File: src/rtl/alu_mul_seq.sv
// alu_mul_seq: 16x16 unsigned shift-add multiplier that borrows a shared ALU.
// One add-and-shift step is taken for every cycle the ALU is granted. Sixteen
// steps produce the 32-bit product in {hi, lo}.
module alu_mul_seq (
    input  logic        clk,
    input  logic        rst,
    input  logic        start,
    input  logic [15:0] mcand,
    input  logic [15:0] mplier,
    output logic        busy,
    output logic        done,
    output logic [15:0] prod_hi,
    output logic [15:0] prod_lo,
    output logic        alu_req,
    input  logic        alu_gnt,
    output logic [15:0] alu_A,
    output logic [15:0] alu_B,
    output logic [3:0]  alu_Op,
    output logic        alu_Cin,
    output logic        alu_invA,
    output logic        alu_invB,
    output logic        alu_sign,
    input  logic [15:0] alu_Out,
    input  logic        alu_Cout
);

    localparam logic [3:0] ALU_OP_ADD = 4'b0100;
    localparam logic [4:0] LAST_STEP  = 5'd15;

    typedef enum logic [1:0] {
        S_IDLE = 2'd0,
        S_RUN  = 2'd1,
        S_DONE = 2'd2
    } state_t;

    state_t      state;
    state_t      state_nxt;

    // Multiplicand, partial-product high half, multiplier / product low half.
    // The ALU carry-out drops straight into hi[15] on each shift, so the carry
    // never needs its own flop between steps.
    logic [15:0] m_q;
    logic [15:0] hi_q;
    logic [15:0] lo_q;
    logic [4:0]  step_cnt;

    logic        accept;
    logic        step;

    // Start is honoured only from IDLE; a step happens only on a granted RUN cycle.
    always_comb begin
        accept = (state == S_IDLE) && start;
        step   = (state == S_RUN) && alu_gnt;
    end

    // State register.
    always_ff @(posedge clk) begin
        // NOTE: sequential state uses non-blocking assignments so every flop
        // samples pre-edge values regardless of statement order.
        if (rst) begin
            state <= S_IDLE;
        end else begin
            state <= state_nxt;
        end
    end

    // Next-state logic and all control / ALU-operand outputs.
    always_comb begin
        // NOTE: every output gets a default first so no path can infer a latch.
        state_nxt = state;
        busy      = 1'b0;
        done      = 1'b0;
        alu_req   = 1'b0;
        alu_A     = 16'h0000;
        alu_B     = 16'h0000;
        alu_Op    = 4'b0000;
        alu_Cin   = 1'b0;
        alu_invA  = 1'b0;
        alu_invB  = 1'b0;
        alu_sign  = 1'b0;

        unique case (state)
            S_IDLE: begin
                if (start) begin
                    state_nxt = S_RUN;
                end
            end

            S_RUN: begin
                busy    = 1'b1;
                alu_req = 1'b1;
                // Operands stay driven during stalls so the ALU sees a stable
                // request whenever the arbiter finally grants it.
                alu_A   = hi_q;
                alu_B   = lo_q[0] ? m_q : 16'h0000;
                alu_Op  = ALU_OP_ADD;
                if (alu_gnt && (step_cnt == LAST_STEP)) begin
                    state_nxt = S_DONE;
                end
            end

            S_DONE: begin
                busy      = 1'b1;
                done      = 1'b1;
                state_nxt = S_IDLE;
            end

            default: begin
                state_nxt = S_IDLE;
            end
        endcase
    end

    // Datapath: load operands on accept, add-and-shift on every granted step.
    always_ff @(posedge clk) begin
        if (rst) begin
            m_q      <= 16'h0000;
            hi_q     <= 16'h0000;
            lo_q     <= 16'h0000;
            step_cnt <= 5'd0;
        end else if (accept) begin
            m_q      <= mcand;
            hi_q     <= 16'h0000;
            lo_q     <= mplier;
            step_cnt <= 5'd0;
        end else if (step) begin
            // {carry, sum, lo} shifted right by one: the consumed multiplier
            // bit falls off lo[0] and the sum's LSB becomes the new lo[15].
            hi_q     <= {alu_Cout, alu_Out[15:1]};
            lo_q     <= {alu_Out[0], lo_q[15:1]};
            step_cnt <= step_cnt + 5'd1;
        end
    end

    // The product registers are visible directly; they hold after DONE
    // until the next accepted start clears hi and reloads lo.
    assign prod_hi = hi_q;
    assign prod_lo = lo_q;

endmodule

File: config.mk
export PLATFORM = sky130hd
export DESIGN_NAME = alu_mul_seq
export DESIGN_NICKNAME = d
export VERILOG_FILES = /design/src/rtl/alu_mul_seq.sv
export SDC_FILE = /design/constraint.sdc
export NUM_CORES = 1
export LEC_CHECK = 0
export BUFFER_PORTS_ARGS = -buffer_cell sky130_fd_sc_hd__buf_2
export CAP_MARGIN = 15
export CORE_ASPECT_RATIO = 1.4
export CORE_MARGIN = 4
export CORE_UTILIZATION = 39
export DETAILED_ROUTE_END_ITERATION = 10
export HOLD_SLACK_MARGIN = 0.1
export PLACE_DENSITY = 0.7
export SYNTH_ARGS = -nofsm -noshare
export SYNTH_HDL_FRONTEND = slang
export SYNTH_SLANG_ARGS = --single-unit
File: constraint.sdc
create_clock -name clk -period 1.6 [get_ports clk]
set_input_delay 0.24 -clock clk [delete_from_list [all_inputs] [get_ports clk]]
set_output_delay 0.24 -clock clk [all_outputs]
set_load 0.01 [all_outputs]
# Yosys cells after proc, flatten, opt, wreduce, memory -nomap -nowiden
# Index checks and enable logic that the tools add are counted.
# Widths: inputs -> output; s select.
# op_classes
n_shift	0
n_eq_ne	5
muxes	12
n_addsub	1
n_reduce_logical	8
n_lt_le_gt_ge	0
div	0
bitwise_logic	0
mul	0
# ops
op	count
$mux 16	5
$add 5x1->5 const B	1
$eq 5x4->1 const B	1
$mux 2	2
$pmux 2 s2	1
$reduce_or 2->1	2
$logic_and 1x1->1	3
$mux 1	3
$mux 3	1
$eq 2x1->1 const B	1
$eq 2x2->1 const B	1
$logic_not 2->1	1
$ne 2x1->1 const B	1
$ne 2x2->1 const B	1
$reduce_and 2->1	1
$reduce_bool 2->1	1
# word_totals
reg_bits	55
word_cells	31
output_inout_bits	75
inputBits	53
ramBits	0
latchBits	0
mem_bits_ro	0
memories	0

# Logic depth before layout (Yosys ltp)
# Gate-level depths: netlist (run 1).
# logic_depth
depth_word	4
ltp_mapped	8
mapped_depth_nobuf	6

# Least setup slack after synthesis (run 1)
# Ideal clock, no wire load.
# synth_path
path_type	reg2reg
startpoint	register state[1]
endpoint	register lo_q[10] (netlist: prod_lo[10])
setup_time_ps	88
stages_incl_launch_ff	9
period_less_slack_ps	1481
n_path_buf	3
arrival_ps	1393
t_required_ps	1512
path_slack_ps	119
cell_sequence	dfxtp_1 inv_1 ha_1 buf_6 and2_4 buf_12 buf_12 nand2_1 a311oi_2
# synth_between
elab_chain_len	3
elab_cells_between_ends	6
cone_classes	1 x eq/ne; 1 x mux; 4 x reduce/logical
# synth_rtl
element	line	source
start, declared	36	state_t state;
start signal, assigned	63	state <= state_nxt;
$eq 2x1->1 / $logic_not 2->1 (equally long branches)	53, 52	
$logic_and 1x1->1, on equally long branches	53, 52	
$reduce_bool 2->1 (no line) / $mux 16 (equally long branches)	-	
end signal, assigned	124	lo_q <= mplier;
end signal, assigned	130	lo_q <= {alu_Out[0], lo_q[15:1]};
end, declared	44	logic [15:0] lo_q;
# Parallel ways exist; a longest one is shown, timed or not.
# A chain may end at the register's enable or synchronous reset.

# Worst setup path after layout (run 1)
# layout_path
startpoint	register state[1]
endpoint	output alu_A[14]
# layout_between
elab_chain_len	2
# layout_rtl
element	line	source
$eq 2x1->1	82	unique case (state)
$mux 16	82	
end, declared	16	output logic [15:0] alu_A,
# Every way passes these cells.

==> results of run 1 <==
area by class of cell:
class	instances	area, µm²
Fill cell	587	2800
Multi-Input combinational cell	234	1300
Sequential cell	55	1100
Timing Repair Buffer	136	891
Tap cell	72	90.1
Clock buffer	7	86.3
Inverter	3	13.8
Clock inverter	1	8.76
cells in the final DEF, fill, tap and decap left out, types with 3 or more instances in the layout:
cell      Yosys  routed
buf_6         2      12
ha_1          6       5
clkbuf_8      0       6
a21oi_1      35      35
and3_1       17      14
conb_1        1       7
nor2_1       20      20
buf_2         7     109
nand2_1     100      99
buf_4         9       8
and3_4        0       3
and2_1       17      10
dfxtp_2       0       3
nand2b_1      3       3
buf_12        2       5
and2_4        1       7
a311oi_2     10      10
a311oi_1      6       6
dfxtp_1      55      52
power by group:
| group | switching [mW] | leakage [nW] | internal (mW) |
|---|---|---|---|
| combinational | 0.747 | 1.16 | 0.654 |
| clock | 0.443 | 0.0484 | 0.356 |
| sequential | 0.130 | 0.451 | 1.54 |
cell families (layout without fill, tap and decap cells):
kind of cell	after synthesis	count (layout)	synth area share
simple gates	164	164	0.284
flops	55	55	0.431
compound gates	54	54	0.155
buf+inv	36	147	0.0886
fa+ha+maj	6	6	0.0294
xor+xnor	2	2	0.00685
other cells	1	7	0.00147
mux	1	1	0.00392
synthesized netlist by cell type, types with 2 or more instances:
cell type	number	area, µm²
a21oi_1	35	175
a311oi_1	6	52.6
a311oi_2	10	150
and2_1	17	106
and3_1	17	106
buf_12	2	40.0
buf_2	7	35.0
buf_4	9	67.6
buf_6	2	22.5
clkbuf_1	12	45.0
dfxtp_1	55	1100
ha_1	6	75.1
inv_1	3	11.3
nand2_1	100	375
nand2b_1	3	18.8
nand3_1	2	10.0
nor2_1	20	75.1
o21ai_0	2	10.0
stage by stage:
step,std cells,utilization
after global placement,493,0.504
final,508,0.555
after CTS,501,0.524
after detailed placement,493,0.504
after floorplan,325,-
after global routing,508,0.555
state kept, by name, summed over array words and instances (netlist names):
name / flops
state: 2
prod_hi: 16
step_cnt: 5
prod_lo: 16
m_q: 16
routing by layer:
layer	track usage	vias up	routed length (µm)
met5	0	-	0
met4	0.0518	0	99
met3	0.0425	8	403
met2	0.302	71	3580
met1	0.181	1142	2710
li1	-	1264	-
critical path, cell delays in order, from the launching register on:
cell and delay (ns):
dfxtp_2 0.36, inv_4 0.05, ha_4 0.20, clkbuf_16 0.17
and2_1 0.15, buf_2 0.13
timing repair:
action | CTS | global route
resized for setup | 8 | 26
endpoints found under the setup margin | 34 | 48
gates cloned | 0 | 2
setup buffers | 0 | 5
final timing paths:
check / end / slack (ns) / cells past startpoint
min: prod_hi[3] / 0.15 / 3
max reg2reg: prod_hi[5] / 0.15 / 6
max: alu_A[14] / -0.008 / 5
min reg2reg: m_q[9] / 0.45 / 2
==> metrics.csv, run 1 <==
metric,value,unit
synth_cells,319,
via_per_inst,4.89,
synth_edf_count,0,
htreeDepth,2,
fin_skew,0.00980,ns
n_antenna_cell,0,
avgSynthCellArea,8.01,µm²
grt_overflow_total,0,
setup_slack,-0.00806,ns
io_pins,128,
dieArea,7930,µm²
gp_congestion,0.807,
hold_buffers,0,
status,"complete, but fails checks",
grt_pass1_wl,10900,µm
vias,2485,
ys_async_sr_fraction,0,
final_net_count,494,
fmax,622,MHz
routed_wl,6800,µm
p_per_area,1110,nW/µm²
synth_seq_cells,55,
crit_start,state[1],
dp_slack,0.0905,ns
wl_per_cell,13.4,µm
drc,0,
failed_checks,negative setup slack,
hpwlAfterDp,4770,µm
ctsRootBufferMaster,clkbuf_8,
slew_viol_final,0,
finalHoldViolCount,0,
syn-cell-area,2560,µm²
synth_ff_type,dfxtp_1,
yosys_warnings,0,
min_from,alu_Out[4],
cp-start-kind,flop,
ant_nets,0,
path_clk_slew,0.10,ns
power,3.87,mW
arrival,1.37,ns
cts_inserted_buffers,5,
antenna_found_initial,0,
maxCapViolations,0,
portBuffers,120,
holdWs,0.154,ns
final.setup.tns,-0.0259,ns
grt_max_degree,36,
endpoint_kind,output pin,
synthDistinctLibCells,29,
regToRegStartpoint,state[1],
first_iter_violations,92,
clkLatencyLatePin,0.31,ns
fp.dieW,76.4,µm
area_growth,36.8,%
drive_above_1_share,0.392,
worstPathRequired,1.36,ns
grt_pass1_vias,2393,
finalSetupViolations,6,
ir_drop,0.550,mV
start_util,0.406,
core,6300,µm²
numClockSinks,55,
clockBufferDepth,2,
hold_path.class,input port to flop,
crit_type,flop to output pin,
rsz0062_at_grt,true,
finalCritPeriodShare,1.01,
dpl-instance-area,3170,µm²
finalCriticalPeriod,1.61,ns
rows,34,
cts_tree,built,
leakage,1.66,nW
ys_seq_area_frac,0.431,
design_area,3500,µm²
drt-pass1-iter-count,4,
cp_max_fo,12,
die_h,104,µm
grt_usage,0.164,
Power figures use the tool's default switching activity.
==> run 2, diff against run 1 <==
--- a/config.mk
+++ b/config.mk
@@ -5,6 +5,7 @@
 export SDC_FILE = /design/constraint.sdc
 export NUM_CORES = 1
 export LEC_CHECK = 0
+export ABC_AREA = 1
 export BUFFER_PORTS_ARGS = -buffer_cell sky130_fd_sc_hd__buf_2
 export CAP_MARGIN = 15
 export CORE_ASPECT_RATIO = 1.4
@@ -12,7 +13,7 @@
 export CORE_UTILIZATION = 39
 export DETAILED_ROUTE_END_ITERATION = 10
 export HOLD_SLACK_MARGIN = 0.1
-export PLACE_DENSITY = 0.7
+export PLACE_DENSITY = 0.69
 export SYNTH_ARGS = -nofsm -noshare
 export SYNTH_HDL_FRONTEND = slang
 export SYNTH_SLANG_ARGS = --single-unit
==> run 2 against run 1 <==
The flow now finishes without violations. Clock power fell by 4.5%. Maximum frequency is 1.7% higher. Combinational power increased by 51%. Register-to-register slack got worse by 0.02 ns. Global-route usage decreased by 0.56 points. Area after synthesis rose by 6.3%. Hold slack improved by 0.020 ns. Count of clock-buffer cells in the layout down 1. Largest cell class unchanged. Highest routed layer unchanged.
==> metrics.csv, run 2 <==
metric,value,unit
status,"finished, final reports clean",
gp_congestion,0.783,
routed_wl,6690,µm
clockPowerShare,0.158,
grt_max_degree,33,
synth_common_cells,"nand2_1 (97), nor2_1 (68), inv_1 (56)",
portBuffers,120,
core,6700,µm²
rsz0062_at_grt,true,
path_clk_slew,0.09,ns
via_per_inst,4.43,
final_common_cell,buf_2,
io_pins,128,
grt_usage,0.158,
switchingPower,1.96,mW
synth_ff_type,dfxtp_1,
ff2ff_setup_slack,0.13,ns
p_per_area,1370,nW/µm²
synth_mux_area_frac,0,
crit_type,flop to output pin,
dieArea,8380,µm²
die_h,107,µm
finalSetupViolations,0,
wl_per_cell,11.1,µm
sequentialPowerShare,0.406,
area_growth,29.7,%
syn-cell-area,2720,µm²
slew_viol_final,0,
power,4.82,mW
final_net_count,568,
drive_above_1_share,0.330,
ir_drop,0.628,mV
fp.dieW,78.5,µm
endpoint_kind,output pin,
yosys_warnings,0,
maxCapViolations,0,
avgSynthCellArea,6.88,µm²
hpwlAfterDp,4790,µm
hold_path.class,input port to flop,
start_util,0.405,
synth_area_leaders,"dfxtp_1 (41%), nand2_1 (13%), nor2_1 (9.4%)",
drt-pass1-iter-count,4,
synthDistinctLibCells,22,
first_iter_violations,94,
synth_top_family_by_area,simple AND/OR/NAND/NOR gates,
yosys.area_share.adder,0.0276,
clkLatencyLatePin,0.30,ns
clockBufferDepth,2,
sw_frac_of_total,0.407,
final.setup.tns,0,ns
htreeDepth,2,
finalCritPeriodShare,0.988,
cts_inserted_buffers,5,
yosysTopAreaCell,dfxtp_1,
n_antenna_cell,0,
vias,2664,
grt_overflow_total,0,
cp-start-kind,flop,
pwr-share-comb,0.437,
ys_async_sr_fraction,0,
arrival,1.34,ns
cts_tree,built,
fmax,632,MHz
grt_pass1_wl,11000,µm
rows,35,
ant_nets,0,
fillers,701,
finalCriticalPeriod,1.58,ns
design_area,3520,µm²
finalHoldViolCount,0,
synth_edf_count,0,
synthSimpleGateAreaFrac,0.282,
synth_compound_area_frac,0.111,
cp_max_fo,8,
leakage,1.85,nW
synth_top_area_frac,0.405,
holdWs,0.174,ns
drc,0,
antenna_found_initial,0,
ys_seq_area_frac,0.405,
ctsRootBufferMaster,clkbuf_8,
mostFrequentLayoutCells,"buf_2 (117), nand2_1 (97), nor2_1 (56)",
yosysMostFrequentCell,nand2_1,
synth_cells,395,
synth_xor_area_frac,0,
grt_pass1_vias,2466,
internal_power,2.86,mW
worstPathRequired,1.36,ns
synth_seq_cells,55,
fin_skew,0.00695,ns
dpl-instance-area,3270,µm²
numClockSinks,55,
run 2: cell types whose count changed after synthesis, sizes merged, moves of 15 or more:
| cell | previous run | this run |
|---|---|---|
| o21ai | 2 | 17 |
| nor3 | 0 | 16 |
| a311oi | 16 | 0 |
| inv | 3 | 61 |
| nor2 | 20 | 69 |
| and2 | 18 | 0 |
| and3 | 17 | 0 |
run 2: cell families after synthesis:
kind of cell	Yosys count
AOI/OAI and AO/OA	56
DFF	55
other	1
buffers and inverters	89
and+or+nand+nor	188
adders and majority gates	6
run 2: metrics by stage:
stage / utilization / setup WS (ns) / instances
2_1_floorplan: - / 0.0744 / 401
3_3_place_gp: 0.489 / 0.121 / 590
3_5_place_dp: 0.489 / 0.0681 / 590
4_1_cts: 0.505 / 0.0263 / 597
5_1_grt: 0.526 / -0.0604 / 601
6_report: 0.526 / 0.0189 / 601
run 2: per-layer routing:
metal,part of all wire,vias up,track usage
li1,-,1402,-
met1,0.42,1173,0.190
met2,0.50,81,0.280
met3,0.063,8,0.0353
met4,0.010,0,0.0438
met5,0,-,0
run 2: worst paths after layout:
kind | startpoint | end | depth (start not counted)
max | state[1] | alu_B[15] | 6
min | alu_Out[2] | prod_hi[1] | 3
max reg2reg | state[0] | m_q[10] | 6
min reg2reg | m_q[9] | m_q[9] | 2
run 2: timing repair:
action	4_1_cts	5_1_grt
cloned	0	1
resized for setup	5	25
setup endpoints to repair	34	64
buffers inserted	0	3
pin swaps	0	0
hold buffers	0	0
endpoints found under the hold margin	0	0
run 2: final cells by class:
cell class                 count  area (µm²)  area share
clock buffer                   6        82.6      0.0234
clock inverter                 1        5.00     0.00142
inverter                      61         239      0.0679
multi-input combinational    258        1260       0.358
sequential                    55        1100       0.313
tap                           92         115      0.0327
timing repair buffer         128         716       0.203
run 2: power by group through the flow:
stage / sequential, mW / clock [mW] / combinational (mW)
floorplan: 2.01 / 0 / 1.37
global placement: 1.94 / 0 / 1.86
detailed placement: 1.95 / 0 / 1.89
CTS: 1.93 / 0.796 / 1.93
global route: 2.01 / 0.858 / 2.39
finish: 1.96 / 0.762 / 2.11
run 2: worst max-delay path, cell delays in order, from the launching register on:
cell and delay [ns]:
dfxtp_2 0.34, inv_4 0.07, ha_4 0.18, buf_12 0.11, nand2_8 0.08, nor2_2 0.12, buf_2 0.14
==> run 3, diff against run 2 <==
--- a/config.mk
+++ b/config.mk
@@ -9,11 +9,10 @@
 export BUFFER_PORTS_ARGS = -buffer_cell sky130_fd_sc_hd__buf_2
 export CAP_MARGIN = 15
 export CORE_ASPECT_RATIO = 1.4
-export CORE_MARGIN = 4
 export CORE_UTILIZATION = 39
 export DETAILED_ROUTE_END_ITERATION = 10
 export HOLD_SLACK_MARGIN = 0.1
-export PLACE_DENSITY = 0.69
+export PLACE_DENSITY_LB_ADDON = 0.2
 export SYNTH_ARGS = -nofsm -noshare
 export SYNTH_HDL_FRONTEND = slang
 export SYNTH_SLANG_ARGS = --single-unit
==> run 3 against run 2 <==
Maximum frequency decreased by 0.90%. Combinational power about the same. Die area decreased by 13%. Register-to-register slack got worse by 0.03 ns. Clock skew about the same. Sequential share of layout area decreased by 0.17 points. Design area increased by 0.53%. Non-clock buffer count increased by 1. Total power increased by 4.3%. Core utilization increased by 0.63 points. Sequential cell count unchanged. Critical endpoint is now alu_B[3]. Largest cell class unchanged. Largest power group unchanged.
==> metrics.csv, run 3 (synthesis gave the netlist of run 2 again) <==
metric,value,unit
path_clk_slew,0.10,ns
leakage,1.87,nW
via_per_inst,4.38,
arrival,1.36,ns
sw_frac_of_total,0.401,
finalCritPeriodShare,0.997,
vias,2643,
drc,0,
crit_chain,inv_2 > ha_4 > buf_12 > nand2_8 > nor2_2 > buf_2,
crit_path_max_incr_delay,0.34,ns
sequentialPowerShare,0.388,
dpl.cell_count,591,
rows,35,
clockBufferDepth,2,
hold_path.class,input port to flop,
ant_nets,0,
clockPowerShare,0.189,
worstPathRequired,1.36,ns
cp_slowest_cell,dfxtp_2,
p_per_area,1420,nW/µm²
slew_viol_final,0,
gp_congestion,0.766,
finalHoldViolCount,0,
finalCriticalPeriod,1.60,ns
finalSetupViolations,0,
final_common_cell,buf_2,
met3_length,399,µm
cp_num_buf_inv,3,
cp-start-kind,flop,
pwr-share-comb,0.423,
portBuffers,120,
top_layer,met4,
numClockSinks,55,
dieArea,7310,µm²
htreeDepth,2,
antenna_found_initial,0,
switchingPower,2.02,mW
wl_met2,3150,µm
crit_type,flop to output pin,
grt_pass1_wl,9750,µm
routed_wl,6370,µm
cts_tree,built,
ir_drop,0.557,mV
rsz0062_at_grt,true,
n_antenna_cell,0,
start_util,0.408,
grt_usage,0.168,
fp.dieW,72.5,µm
fin_skew,0.00713,ns
io_pins,128,
drt-pass1-iter-count,4,
area_growth,30.4,%
mostFrequentLayoutCells,"buf_2 (119), nand2_1 (96), nor2_1 (57)",
cts_inserted_buffers,5,
design_area,3540,µm²
fmax,627,MHz
grt_overflow_total,0,
maxCapViolations,0,
grt_pass1_vias,2138,
wl_per_cell,10.6,µm
status,"finished, final reports clean",
dpl-instance-area,3270,µm²
finalNonFillerCells,603,
clkLatencyLatePin,0.31,ns
cp_max_fo,8,
wl_met1,2750,µm
hpwlAfterDp,4440,µm
cp_top_family,flip-flops,
final_net_count,569,
final.setup.tns,0,ns
endpoint_kind,output pin,
internal_power,3.01,mW
die_h,101,µm
utilization,0.532,
core,6660,µm²
ctsRootBufferMaster,clkbuf_8,
drive_above_1_share,0.333,
grt_max_degree,33,
hold_buffers,0,
first_iter_violations,76,
-- run 3: cell types whose count changed in the layout (fill, tap and decap cells not counted), sizes merged --
cell	change
bufinv	+1
inv	+1
-- run 3: worst paths after layout --
kind	from	end	slack, ns	depth (start not counted)
min reg2reg	m_q[11]	m_q[11]	0.46	2
max	state[1]	alu_B[3]	0.005	6
max reg2reg	state[1]	prod_hi[13]	0.10	8
min	alu_Out[5]	prod_hi[4]	0.17	3
-- run 3: through the flow --
step           power (mW)  setup slack (ns)  hold slack [ns]
2_1_floorplan        3.38            0.0744            0.382
3_3_place_gp         3.79            0.0841            0.439
3_5_place_dp         3.84            0.0586            0.446
4_1_cts              4.89            0.0128            0.159
5_1_grt              5.43           -0.0692            0.162
6_report             5.03           0.00455            0.166
-- run 3: layout make-up --
class | instances | area (µm²)
fill | 683 | 3120
inverter | 61 | 239
clock inverter | 3 | 47.5
multi-input combinational | 258 | 1250
clock buffer | 5 | 68.8
tap | 92 | 115
sequential | 55 | 1100
timing repair buffer | 129 | 716
-- run 3: worst register-to-register path: stages, from the launching register on --
cell and delay [ns]:
dfxtp_2 0.34, inv_2 0.07, buf_4 0.12, ha_1 0.21, nand2_4 0.11, inv_4 0.19, nor2_8 0.06, inv_4 0.21
a21oi_1 0.08
-- run 3: power groups by stage --
stage | sequential (mW) | clock [mW] | combinational, mW
after detailed placement | 1.95 | 0 | 1.89
final | 1.95 | 0.952 | 2.13
after floorplan | 2.01 | 0 | 1.37
after CTS | 1.94 | 0.977 | 1.97
after global routing | 2.00 | 1.04 | 2.40
after global placement | 1.94 | 0 | 1.85
-- run 3: layer usage --
metal | vias to the layer above | track usage
li1 | 1407 | -
met1 | 1148 | 0.201
met2 | 83 | 0.292
met3 | 5 | 0.0420
met4 | 0 | 0.0498
met5 | - | 0
-- run 3: repair_timing --
item | 4_1_cts | 5_1_grt
cloned | 0 | 2
setup buffers | 1 | 1
resized for setup | 11 | 19
endpoints found under the setup margin | 32 | 46
